$ cat src/rtl/spi_target.sv
// SPI mode-0 target: oversampled pins, MSB-first 8-bit frames, RX FIFO with DC tag,
// CPU-loaded reply byte on MISO, 32-bit memory-mapped register interface.
module spi_target #(
    parameter int         FIFO_DEPTH  = 8,
    parameter int         SYNC_STAGES = 2,
    parameter logic [7:0] IDLE_BYTE   = 8'hFF
) (
    input  logic        clk,
    input  logic        reset,
    input  logic [31:0] address_in,
    input  logic        sel_in,
    input  logic        read_in,
    input  logic [3:0]  write_mask_in,
    input  logic [31:0] write_value_in,
    output logic [31:0] read_value_out,
    output logic        ready_out,
    input  logic        spi_clk_in,
    input  logic        spi_mosi_in,
    input  logic        spi_cs_n_in,
    input  logic        spi_dc_in,
    output logic        spi_miso_out,
    output logic        spi_miso_oe
);
    localparam int AW = $clog2(FIFO_DEPTH);

    typedef enum logic {IDLE, SHIFT} state_t;
    state_t state, state_next;

    logic [SYNC_STAGES-1:0] sclk_sync, cs_sync, mosi_sync, dc_sync;
    logic                   sclk_prev, cs_prev;
    logic [SYNC_STAGES:0]   warm;
    logic                   armed;
    logic                   sclk_s, cs_s, mosi_s, dc_s;
    logic                   sclk_rise, sclk_fall, cs_rise, cs_fall;

    logic [2:0] bit_cnt;
    logic [7:0] rx_shift, tx_shift, tx_reg;
    logic       tx_pending, overflow, frame_err;
    logic       frame_start, frame_abort, rise_shift, fall_shift, byte_done, load_tx;

    logic [8:0]  mem [FIFO_DEPTH];
    logic [AW:0] wr_ptr, rd_ptr, count;
    logic        empty, full, push, pop, do_push, rd_term, rd_term_q;

    logic [3:0] offset;
    logic       wr_en, tx_wr, ctrl_wr, clear_err, flush;
    logic       unused_bits;

    assign offset      = address_in[3:0];
    assign unused_bits = ^{address_in[31:4], write_value_in[31:8]};
    assign wr_en       = sel_in && (|write_mask_in);
    assign tx_wr       = wr_en && (offset == 4'h4);
    assign ctrl_wr     = wr_en && (offset == 4'hC);
    assign clear_err   = ctrl_wr && write_value_in[0];
    assign flush       = ctrl_wr && write_value_in[1];
    assign ready_out   = sel_in;

    always_ff @(posedge clk or posedge reset) begin
        if (reset) begin
            sclk_sync <= '0;
            cs_sync   <= '1;
            mosi_sync <= '0;
            dc_sync   <= '0;
            sclk_prev <= 1'b0;
            cs_prev   <= 1'b1;
            warm      <= '0;
            armed     <= 1'b0;
        end else begin
            sclk_sync <= {sclk_sync[SYNC_STAGES-2:0], spi_clk_in};
            cs_sync   <= {cs_sync[SYNC_STAGES-2:0], spi_cs_n_in};
            mosi_sync <= {mosi_sync[SYNC_STAGES-2:0], spi_mosi_in};
            dc_sync   <= {dc_sync[SYNC_STAGES-2:0], spi_dc_in};
            sclk_prev <= sclk_s;
            cs_prev   <= cs_s;
            warm      <= {warm[SYNC_STAGES-1:0], 1'b1};
            // A frame may only start once CS_N has been seen high with real pin data,
            // so a reset released mid-frame ignores the rest of that frame.
            if (warm[SYNC_STAGES] && cs_s)
                armed <= 1'b1;
        end
    end

    assign sclk_s    = sclk_sync[SYNC_STAGES-1];
    assign cs_s      = cs_sync[SYNC_STAGES-1];
    assign mosi_s    = mosi_sync[SYNC_STAGES-1];
    assign dc_s      = dc_sync[SYNC_STAGES-1];
    assign sclk_rise = sclk_s && !sclk_prev;
    assign sclk_fall = !sclk_s && sclk_prev;
    assign cs_rise   = cs_s && !cs_prev;
    assign cs_fall   = !cs_s && cs_prev;

    always_ff @(posedge clk or posedge reset) begin
        if (reset) state <= IDLE;
        else       state <= state_next;
    end

    always_comb begin
        state_next  = state;
        frame_start = 1'b0;
        frame_abort = 1'b0;
        case (state)
            IDLE: begin
                if (cs_fall && armed) begin
                    state_next  = SHIFT;
                    frame_start = 1'b1;
                end
            end
            SHIFT: begin
                if (cs_rise) begin
                    state_next  = IDLE;
                    frame_abort = 1'b1;
                end
            end
            default: state_next = IDLE;
        endcase
    end

    assign rise_shift = (state == SHIFT) && !cs_rise && sclk_rise;
    assign byte_done  = rise_shift && (bit_cnt == 3'd7);
    // The fall right after the 8th rise must not shift, or the freshly reloaded MSB is lost.
    assign fall_shift = (state == SHIFT) && !cs_rise && sclk_fall && (bit_cnt != 3'd0);
    assign load_tx    = frame_start || byte_done;
    assign push       = byte_done;

    always_ff @(posedge clk or posedge reset) begin
        if (reset) begin
            bit_cnt    <= '0;
            rx_shift   <= '0;
            tx_shift   <= '0;
            tx_reg     <= '0;
            tx_pending <= 1'b0;
            overflow   <= 1'b0;
            frame_err  <= 1'b0;
        end else begin
            if (frame_start)     bit_cnt <= '0;
            else if (rise_shift) bit_cnt <= bit_cnt + 3'd1;

            if (rise_shift) rx_shift <= {rx_shift[6:0], mosi_s};

            if (load_tx)         tx_shift <= tx_pending ? tx_reg : IDLE_BYTE;
            else if (fall_shift) tx_shift <= {tx_shift[6:0], 1'b0};

            if (tx_wr) begin
                tx_reg     <= write_value_in[7:0];
                tx_pending <= 1'b1;
            end else if (load_tx) begin
                tx_pending <= 1'b0;
            end

            if (frame_abort && (bit_cnt != 3'd0)) frame_err <= 1'b1;
            else if (clear_err)                   frame_err <= 1'b0;

            if (push && full && !pop && !flush) overflow <= 1'b1;
            else if (clear_err)                 overflow <= 1'b0;
        end
    end

    assign count   = wr_ptr - rd_ptr;
    assign empty   = (count == '0);
    assign full    = (count == (AW+1)'(FIFO_DEPTH));
    assign rd_term = sel_in && read_in && (offset == 4'h0);
    assign pop     = rd_term && !rd_term_q && !empty && !flush;
    assign do_push = push && (!full || pop) && !flush;

    always_ff @(posedge clk or posedge reset) begin
        if (reset) begin
            wr_ptr    <= '0;
            rd_ptr    <= '0;
            rd_term_q <= 1'b0;
        end else begin
            rd_term_q <= rd_term;
            if (flush) begin
                rd_ptr <= wr_ptr;
            end else begin
                if (do_push) wr_ptr <= wr_ptr + (AW+1)'(1);
                if (pop)     rd_ptr <= rd_ptr + (AW+1)'(1);
            end
        end
    end

    always_ff @(posedge clk) begin
        if (do_push) mem[wr_ptr[AW-1:0]] <= {dc_s, rx_shift[6:0], mosi_s};
    end

    always_comb begin
        read_value_out = '0;
        if (sel_in && read_in) begin
            case (offset)
                4'h0: if (!empty) read_value_out = {23'b0, mem[rd_ptr[AW-1:0]]};
                4'h8: read_value_out = {26'b0, frame_err, overflow, tx_pending,
                                        (state == SHIFT), full, !empty};
                default: read_value_out = '0;
            endcase
        end
    end

    assign spi_miso_out = (state == SHIFT) ? tx_shift[7] : 1'b1;
    assign spi_miso_oe  = (state == SHIFT);

endmodule

$ cat config.mk
export PLATFORM = sky130hd
export DESIGN_NAME = spi_target
export DESIGN_NICKNAME = d
export VERILOG_FILES = /design/src/rtl/spi_target.sv
export SDC_FILE = /design/constraint.sdc
export NUM_CORES = 1
export LEC_CHECK = 0
export ABC_AREA = 0
export BUFFER_PORTS_ARGS = -buffer_cell sky130_fd_sc_hd__buf_4
export CAP_MARGIN = 20
export CORE_ASPECT_RATIO = 0.9
export CORE_MARGIN = 2
export CORE_UTILIZATION = 55
export CTS_BUF_LIST = sky130_fd_sc_hd__clkbuf_2 sky130_fd_sc_hd__clkbuf_4 sky130_fd_sc_hd__clkbuf_8
export CTS_CLUSTER_DIAMETER = 100
export DETAILED_ROUTE_END_ITERATION = 6
export PLACE_DENSITY = 0.8
export SLEW_MARGIN = 20
export SYNTH_ARGS = -nofsm -noshare
export SYNTH_HDL_FRONTEND = slang
export SYNTH_SLANG_ARGS = --single-unit
$ cat constraint.sdc
create_clock -name clk -period 8.08 [get_ports clk]
set_input_delay 0.404 -clock clk [delete_from_list [all_inputs] [get_ports clk]]
set_output_delay 0.404 -clock clk [all_outputs]
set_load 0.02 [all_outputs]
==> impl_metrics.csv <==
group,metric,value,unit
clock_network,cts_made_buffers,17,
setup_path,r2r_setup_slack,4670,ps
grt,grt_pass1_vias,2966,
synthesis,synth-async-reset-ratio,42.4,%
final_layout,utilization,63.5,%
setup_path,cp.required,7680,ps
setup_path,crit_family,"flip-flops",
synthesis,ys_seq_elements,125,
synthesis,synth_area_per_cell,15.4,sq um
sta,min_period,4030,ps
setup_path,critPathMaxFanout,20,
synthesis,netlist_top_cells_area,"edfxtp_1 (39%), dfrtp_1 (23%), mux4_2 (7.4%)",
drt,drt_iter0_drc,208,
synthesis,synth_commonest_cells,"edfxtp_1 (72), dfrtp_1 (50), nand2_1 (27), buf_4 (24), mux4_2 (18)",
grt,grt_pass1_wl,15700,um
floorplan,start_util,56.7,%
sta,final.period_utilization,49.8,%
final_layout,multiInputGateArea,1780,sq um
clock_network,hold_buffers,0,
final_layout,antennaDiodeCount,0,
final_layout,largest_register_ffs,72,
sta,fin_skew,9.80,ps
drt,first_pass_iters,5,
clock_network,clkTransAtPathRegs,80,ps
setup_path,path_class,"flip-flop to output port",
synthesis,yosysTopAreaCell,"edfxtp_1",
synthesis,synth.area.mux_share,13.1,%
clock_network,clk_path_buf_depth,2,
placed_design,globalplace.congestion,0.783,
pwr,ir_drop,0.146,mV
sta,slew_violations,0,
grt,grt_max_degree,54,
synthesis,synth_edf_count,72,
synthesis,synth_most_common_cell,"edfxtp_1",
setup_path,cpMaxStageDelayCell,"dfrtp_1",
synthesis,synthXorXnorAreaFrac,0.800,%
pwr,cellPowerDensity,268,nW/um^2
sta,whs,72.0,ps
synthesis,synth_top_family_by_area,"multiplexers",
sta,tightest_slew,970,ps
clock_network,postCtsSetupBuffers,0,
grt,grt.total_usage,20.1,%
sta,setup_ws,4050,ps
setup_path,path_buf_inv,2,
drt,post-route-drc-count,0,
setup_path,timing.critical_path.from,"rd_ptr[1]",
synthesis,synth_compound_area_share,5.35,%
drt,num_vias,3031,
placed_design,place.port_buffers,35,
placed_design,pre_cts_slack,4520,ps
floorplan,die-area,10800,sq um
pwr,total_power,1640,uW
run,maxCapViolations,0,
synthesis,yosys_most_used_dff,"edfxtp_1",
setup_path,crit_top_cell,"nand3b_1",
drt,routed_wl,9830,um
drt,routed_via_density,5.62,
sta,clock.fmax,0.248,GHz
min_path,hold_class,"primary input to flip-flop",
floorplan,fp-row-count,34,
synthesis,synth_top_area_share,39.5,%
floorplan,die_x,109,um
grt,antenna_found_initial,0,
setup_path,r2r-start,"rd_ptr[1]",
synthesis,yosysUniqueCellTypes,52,
pwr,cellLeakagePower,0.00246,uW
sta,fin_setup_tns,0,ps
sta,maxSlewHeadroom,35.3,%
final_layout,seqCellArea,3490,sq um
synthesis,yosysSeqAreaShare,63.8,%
drt,antenna_left,0,
drt,wl_per_cell,18.2,um
clock_network,cts_tree,"built",
clock_network,htreeDepth,4,
synthesis,yosys_warnings,0,
synthesis,synth-simple-area-share,9.65,%
final_layout,final_nets,484,
clock_network,cts_resized,0,
final_layout,area_delta_synth_final,12.0,%
placed_design,dp_hpwl,6150,um
synthesis,synthAdderAreaFrac,1.83,%
floorplan,core_region_area,9660,sq um
grt,overflow,0,
synthesis,synthCells,356,
sta,final-setup-viol-count,0,
sta,hold_violations,0,
sta,rsz0062_at_grt,"false",
clock_network,clock-sinks,125,
clock_network,clk_latency,430,ps
final_layout,n_fill_cell,678,
min_path,min_from,"spi_dc_in",
setup_path,path_cells,"inv_1 -> ha_1 -> nand3b_1 -> and3_1 -> o2111ai_2 -> nand3b_1 -> o22ai_1 -> buf_4",
final_layout,drive_gt1_share,29.8,%
synthesis,syn-cell-area,5470,sq um
outcome,outcome,"complete, no violations",
setup_path,arrival,3620,ps
setup_path,end_kind,"output port",
floorplan,io_pins,111,
setup_path,critPathMaxStageDelay,980,ps
floorplan,die_y,98.6,um
setup_path,cp-start-kind,"flip-flop",
clock_network,cts_root_buf,"clkbuf_8",
-- metrics by stage --
step	area [sq um]	instances
floorplan	5560	378
global placement	5770	507
detailed placement	5770	507
CTS	6130	539
global route	6130	539
finish	6130	539
-- power by group --
part / switching, uW / internal, uW
clock: 268 / 222
combinational: 144 / 152
sequential: 87.4 / 769
total: 499 / 1140
-- cells by family (layout without fill, tap and decap cells) --
logic type,count (synthesis),count (layout)
AOI/OAI and AO/OA,42,42
xor gates and xnor gates,5,5
adders and majority gates,8,8
buffers and inverters,49,84
DFF,125,125
muxes,44,44
other,2,24
and+or+nand+nor,81,81
-- worst paths after layout --
path / to / depth (start not counted)
setup / recovery: read_value_out[3] / 8
hold / removal: dc_sync[0] / 1
setup reg to reg: mem[6][2] / 7
hold reg to reg: mosi_sync[1] / 0
max in group asynchronous: tx_shift[4] / 3
min in group asynchronous: warm[0] / 3
-- cells in the final DEF (no fill, tap or decap), drive strengths merged, types with 2 or more instances in the layout --
cell and count:
a21o 3, a21oi 15, a31o 2, a31oi 3, and2 2, and3 6, and4 3, buf 39
clkbuf 17, clkinv 6, conb 24, dfrtp 50, dfstp 3, edfxtp 72, ha 8, inv 21
mux2 16, mux2i 10, mux4 18, nand2 27, nand2b 5, nand3 7, nand3b 3, nand4 4
nor2 7, nor2b 4, nor3 2, nor3b 6, nor4b 3, o21ai 7, o221ai 2, o22ai 4
xnor2 2, xor2 3
-- routing by layer --
metal,track usage (%),vias up,part of all wire [%]
li1,-,1377,-
met1,27.2,1508,42
met2,30.9,129,49
met3,5.49,17,6.9
met4,8.48,0,1.7
met5,0,-,0
-- area by class of cell --
class                      count  area share, %
clock buffer                  17           3.82
timing repair buffer          39           4.78
tap                          126           2.57
clock inverter                15           2.08
sequential                   125           57.0
inverter                      13          0.796
multi-input combinational    204           29.0
-- worst register-to-register path, delay by kind of cell (launching register included) --
| family | cells | cell delay, ps |
|---|---|---|
| adder cells (fa/ha/maj) | 1 | 400 |
| AO/OA/AOI/OAI | 2 | 600 |
| buffers and inverters | 1 | 220 |
| flip-flops | 1 | 980 |
| AND/OR/NAND/NOR | 3 | 850 |
Power figures use the tool's default switching activity.
